==> config.mk <==
export PLATFORM = sky130hd
export DESIGN_NAME = reg_dump
export DESIGN_NICKNAME = d
export VERILOG_FILES = /design/src/rtl/reg_dump.sv
export SDC_FILE = /design/constraint.sdc
export NUM_CORES = 1
export LEC_CHECK = 0
export ABC_AREA = 1
export CAP_MARGIN = 20
export CELL_PAD_IN_SITES_DETAIL_PLACEMENT = 0
export CELL_PAD_IN_SITES_GLOBAL_PLACEMENT = 1
export CORE_ASPECT_RATIO = 1.1
export CORE_MARGIN = 1.5
export CORE_UTILIZATION = 40
export CTS_CLUSTER_SIZE = 16
export DETAILED_ROUTE_END_ITERATION = 7
export DONT_BUFFER_PORTS = 1
export PLACE_DENSITY_LB_ADDON = 0.1
export SETUP_SLACK_MARGIN = 0.3
export SYNTH_ARGS = -nofsm -noshare
export SYNTH_HDL_FRONTEND = slang
export SYNTH_SLANG_ARGS = --single-unit
==> constraint.sdc <==
create_clock -name clk -period 1.9 [get_ports clk]
set_clock_uncertainty 0.1 [all_clocks]
set_input_delay 0.19 -clock clk [delete_from_list [all_inputs] [get_ports clk]]
set_output_delay 0.19 -clock clk [all_outputs]
set_load 0.01 [all_outputs]
==> src/rtl/reg_dump.sv <==
// Debug register-file reader: walks FIRST_ADDR..LAST_ADDR and streams each entry
// as a 5-byte frame (address, then data MSB first) over a valid/ready byte port.
module reg_dump #(
  parameter int FIRST_ADDR = 0,
  parameter int LAST_ADDR  = 31
) (
  input  logic        clk,
  input  logic        reset,
  input  logic        start,
  input  logic        abort,
  output logic [4:0]  rf_addr,
  input  logic [31:0] rf_data,
  output logic [7:0]  tx_data,
  output logic        tx_valid,
  input  logic        tx_ready,
  output logic        busy,
  output logic        done
);

  localparam logic [4:0] FIRST = 5'(FIRST_ADDR);
  localparam logic [4:0] LAST  = 5'(LAST_ADDR);

  typedef enum logic [1:0] {IDLE, FETCH, SEND, DONE} state_t;

  state_t      state_q, state_d;
  logic [4:0]  cur_q, cur_d;
  logic [31:0] shadow_q, shadow_d;
  logic [2:0]  byte_idx_q, byte_idx_d;
  logic        fire;
  logic        kill;

  assign fire = (state_q == SEND) && tx_ready;
  assign kill = abort && (state_q != IDLE);

  always_ff @(posedge clk or negedge reset) begin
    if (!reset) begin
      state_q    <= IDLE;
      cur_q      <= FIRST;
      shadow_q   <= '0;
      byte_idx_q <= '0;
    end else begin
      state_q    <= state_d;
      cur_q      <= cur_d;
      shadow_q   <= shadow_d;
      byte_idx_q <= byte_idx_d;
    end
  end

  // Abort wins over both the start request and the frame-advance logic.
  always_comb begin
    state_d = state_q;
    if (kill) begin
      state_d = IDLE;
    end else begin
      case (state_q)
        IDLE:    if (start) state_d = FETCH;
        FETCH:   state_d = SEND;
        SEND:    if (fire && byte_idx_q == 3'd4) state_d = (cur_q == LAST) ? DONE : FETCH;
        DONE:    state_d = IDLE;
        default: state_d = IDLE;
      endcase
    end
  end

  always_comb begin
    cur_d      = cur_q;
    shadow_d   = shadow_q;
    byte_idx_d = byte_idx_q;
    if (!kill) begin
      case (state_q)
        IDLE: if (start) cur_d = FIRST;
        FETCH: begin
          shadow_d   = rf_data;
          byte_idx_d = '0;
        end
        SEND: begin
          if (fire) begin
            if (byte_idx_q != 3'd4) byte_idx_d = byte_idx_q + 3'd1;
            else if (cur_q != LAST) cur_d = cur_q + 5'd1;
          end
        end
        default: ;
      endcase
    end
  end

  // Byte mux reads only registered state, so it holds steady across a stall.
  always_comb begin
    rf_addr  = cur_q;
    tx_valid = (state_q == SEND);
    busy     = (state_q != IDLE);
    done     = (state_q == DONE);
    tx_data  = '0;
    if (state_q == SEND) begin
      case (byte_idx_q)
        3'd0:    tx_data = {3'b000, cur_q};
        3'd1:    tx_data = shadow_q[31:24];
        3'd2:    tx_data = shadow_q[23:16];
        3'd3:    tx_data = shadow_q[15:8];
        3'd4:    tx_data = shadow_q[7:0];
        default: tx_data = '0;
      endcase
    end
  end

endmodule

==> impl_results.md <==
- # rows: 29
- Crit path launch type: register
- Critical-path cell list: buf_6 > ha_4 > inv_2 > nor2_4 > buf_6 > nand2_2 > nand3_2 > nor2_4 > nor2_4
- Vias per cell: 4.686
- Syn_nets: 360
- CTS root buf: clkbuf_8
- WL final: 5817 um
- Initial Utilization: 0.4138
- Synth warn: 0
- Distinct cells, synth: 26
- Remaining routing DRC violations: 0
- Final core utilization: 0.5847
- Worst EP required: 1610 ps
- Worst r2r dst: rf_addr[0]$_DFFE_PN0P_
- Cells after synthesis: 316
- Gr ovfl total: 0
- Fin Hold WS: 86.26 ps
- Max incr delay on CP: 460 ps
- R2R Path Start: byte_idx_q[0]$_DFFE_PN0P_
- P per Cell Area: 1194 mW/mm^2
- Worst EP arrival: 1600 ps
- Area of the multi-input gates: 0.001334 sq mm
- Area delta synth->final: 41.30%
- Min Tclk post-route: 1893 ps
- Placed Area: 0.002472 sq mm
- HP Start: abort
- Final setup violation count: 0
- Vias: 2,062
- Total power: 4002 uW
- Fin. max-slew vios: 0
- Syn_area_per_cell: 7.507 sq um
- Cell Area, Synth: 0.002372 sq mm
- TritonRoute pass-1 iters: 4
- DIE HEIGHT: 83.77 um
- Yosys reg bits: 42
- RSZ-0062 raised after global routing: yes
- Worst Reg-to-Reg Cells: 9
- Critical path peak fanout: 7
- Critical Setup Path Class: reg -> out
- Outcome: completed
- Boundary pin count: 53
- Die Width: 76.43 um
- Hold Violations, Final: 0
- CTS HTree Levels: 2
- Maximum vdd drop: 0.4993 mV
- Hold Path Stages: 4
- Full die area: 0.006402 sq mm
- HP Class: in -> reg
- Clk_lat worst skew: 290 ps
- Maxcap violations: 0
- Crit. End Element: primary output
- CP max stage cell: dfrtp_2
- Initial detailed-routing violation count: 75
- Clock sinks: 42
- CP dominant cell by count: nor2_4
- Setup WS post-layout: 6.822 ps
- Vias in the first global route: 2,075
- R2r setup slk: 330 ps
- GRT Total Usage: 0.1904
- Largest net degree at the start of global routing: 43
- FMAX: 528.2 MHz
- Register Area: 0.001057 sq mm
- IO Port Bufs: 0
- Global-route wire length before repair: 9632 um
- Hold Crit Endpoint: rf_addr[2]$_DFFE_PN0P_
- Clock slew at reported path FFs: 80 ps
- Period utilisation layout: 0.9964
- CTS Buffer Depth: 2
- Initial antenna violation count: 0
- Gp weighted congestion: 0.7913
- Slew HR: 0.8168
- Post-synth top area share: 0.4430
- Ranking of synthesized cells by area: dfrtp_1, nand2_1, inv_1, o21ai_1, nor2_1
- Seq/Total Area, Yosys: 0.4430
- Wire length per cell: 13.22 um
- Dpl ws: 159.2 ps
- DRT antenna net count: 0
- Post-DP HPWL: 3833 um
- Inserted Clock Buffers: 5
- Antenna cell count: 0
- Worst-margin pin slew: 274.7 ps
- Leakage: 0.001659 uW
- Layout cells sized above 1: 0.2975
- Core Area: 0.005733 sq mm
- Fin area: 0.003352 sq mm
- CTS tree: built
- Layout fillers: 553
- Area leader, netlist: dfrtp_1
- Final Net Count: 406
-- cell families after synthesis --
| group | count (synthesis) | synth area share |
|---|---|---|
| adders and majority gates | 7 | 0.03692 |
| and+or+nand+nor | 166 | 0.3091 |
| DFF | 42 | 0.4430 |
| buffers and inverters | 62 | 0.1176 |
| AOI/OAI and AO/OA | 39 | 0.09335 |
-- worst max path at each step --
stage                                    startpoint         end
after floorplan           byte_idx_q[0]$_DFFE_PN0P_  tx_data[0]
after global placement    byte_idx_q[0]$_DFFE_PN0P_  tx_data[1]
after detailed placement  byte_idx_q[0]$_DFFE_PN0P_  tx_data[2]
after CTS                 byte_idx_q[0]$_DFFE_PN0P_  tx_data[1]
after global routing      byte_idx_q[1]$_DFFE_PN0P_  tx_data[3]
final                     byte_idx_q[1]$_DFFE_PN0P_  tx_data[3]
-- stage by stage --
step / setup TNS (ps) / cells
4_1_cts: 0 / 438
5_1_grt: -418.7 / 440
3_5_place_dp: 0 / 391
6_report: 0 / 440
3_3_place_gp: 0 / 391
2_1_floorplan: 0 / 316
-- registers in the layout, indices dropped and copies added (netlist names) --
register and count:
shadow_q 32, state_q 2, rf_addr 5, byte_idx_q 3
-- cells in the mapped netlist --
cell,count
nand2_1,115
inv_1,49
dfrtp_1,42
o21ai_1,30
nor2_1,26
ha_1,7
nand3_1,7
nor2_2,5
buf_6,4
nand3_2,4
buf_4,3
o21ai_0,3
o21ai_2,3
buf_2,2
inv_2,2
nand2_4,2
nand3_4,2
nor2_4,2
a21oi_1,1
a21oi_2,1
buf_1,1
inv_4,1
nand2_2,1
nor3_1,1
o21ai_4,1
or2_2,1
-- cells in the final DEF, fill, tap and decap left out, types with 5 or more instances in the layout --
cell type / instances
nor2_2: 8
nand3_2: 7
dfrtp_1: 37
dfrtp_2: 5
o21ai_1: 30
nand2_1: 96
clkbuf_8: 6
inv_1: 44
nand2_2: 18
nor2_1: 7
nor2_4: 18
buf_4: 8
dlygate4sd3_1: 34
-- report_power, final --
group / total [uW] / internal, uW / switching [uW] / leakage, uW
combinational: 1590 / 659 / 929 / 0.00106
clock: 884 / 561 / 323 / 0.0000714
sequential: 1530 / 1250 / 278 / 0.000528
total: 4000 / 2470 / 1530 / 0.00166
-- metal layers --
metal  vias to the layer above  track usage  routed length (um)
li1                       1051            -                   -
met1                       951       0.2244                2417
met2                        51       0.3401                3056
met3                         9      0.03716                 232
met4                         0      0.07239                 110
met5                         -            0                   0
-- worst max-delay path: cells and delay by family (launching register included) --
| kind | cells | cell delay (ps) |
|---|---|---|
| AND/OR/NAND/NOR | 5 | 360 |
| flip-flops | 1 | 460 |
| adder cells (fa/ha/maj) | 1 | 140 |
| buffers and inverters | 3 | 340 |
-- what timing repair did --
item,4_1_cts,5_1_grt
hold buffers,35,0
pin swaps,12,24
resized for setup,50,43
setup endpoints to repair,10,40
endpoints found under the hold margin,75,0
buffers inserted,4,2
-- cell type report --
| class | instances | share of cell area |
|---|---|---|
| sequential | 42 | 0.3154 |
| clock buffer | 6 | 0.02464 |
| inverter | 52 | 0.06122 |
| timing repair buffer | 49 | 0.1542 |
| tap | 77 | 0.02874 |
| multi-input combinational | 212 | 0.3979 |
| clock inverter | 2 | 0.01792 |
Note: power is estimated with default switching activity, not from simulation.
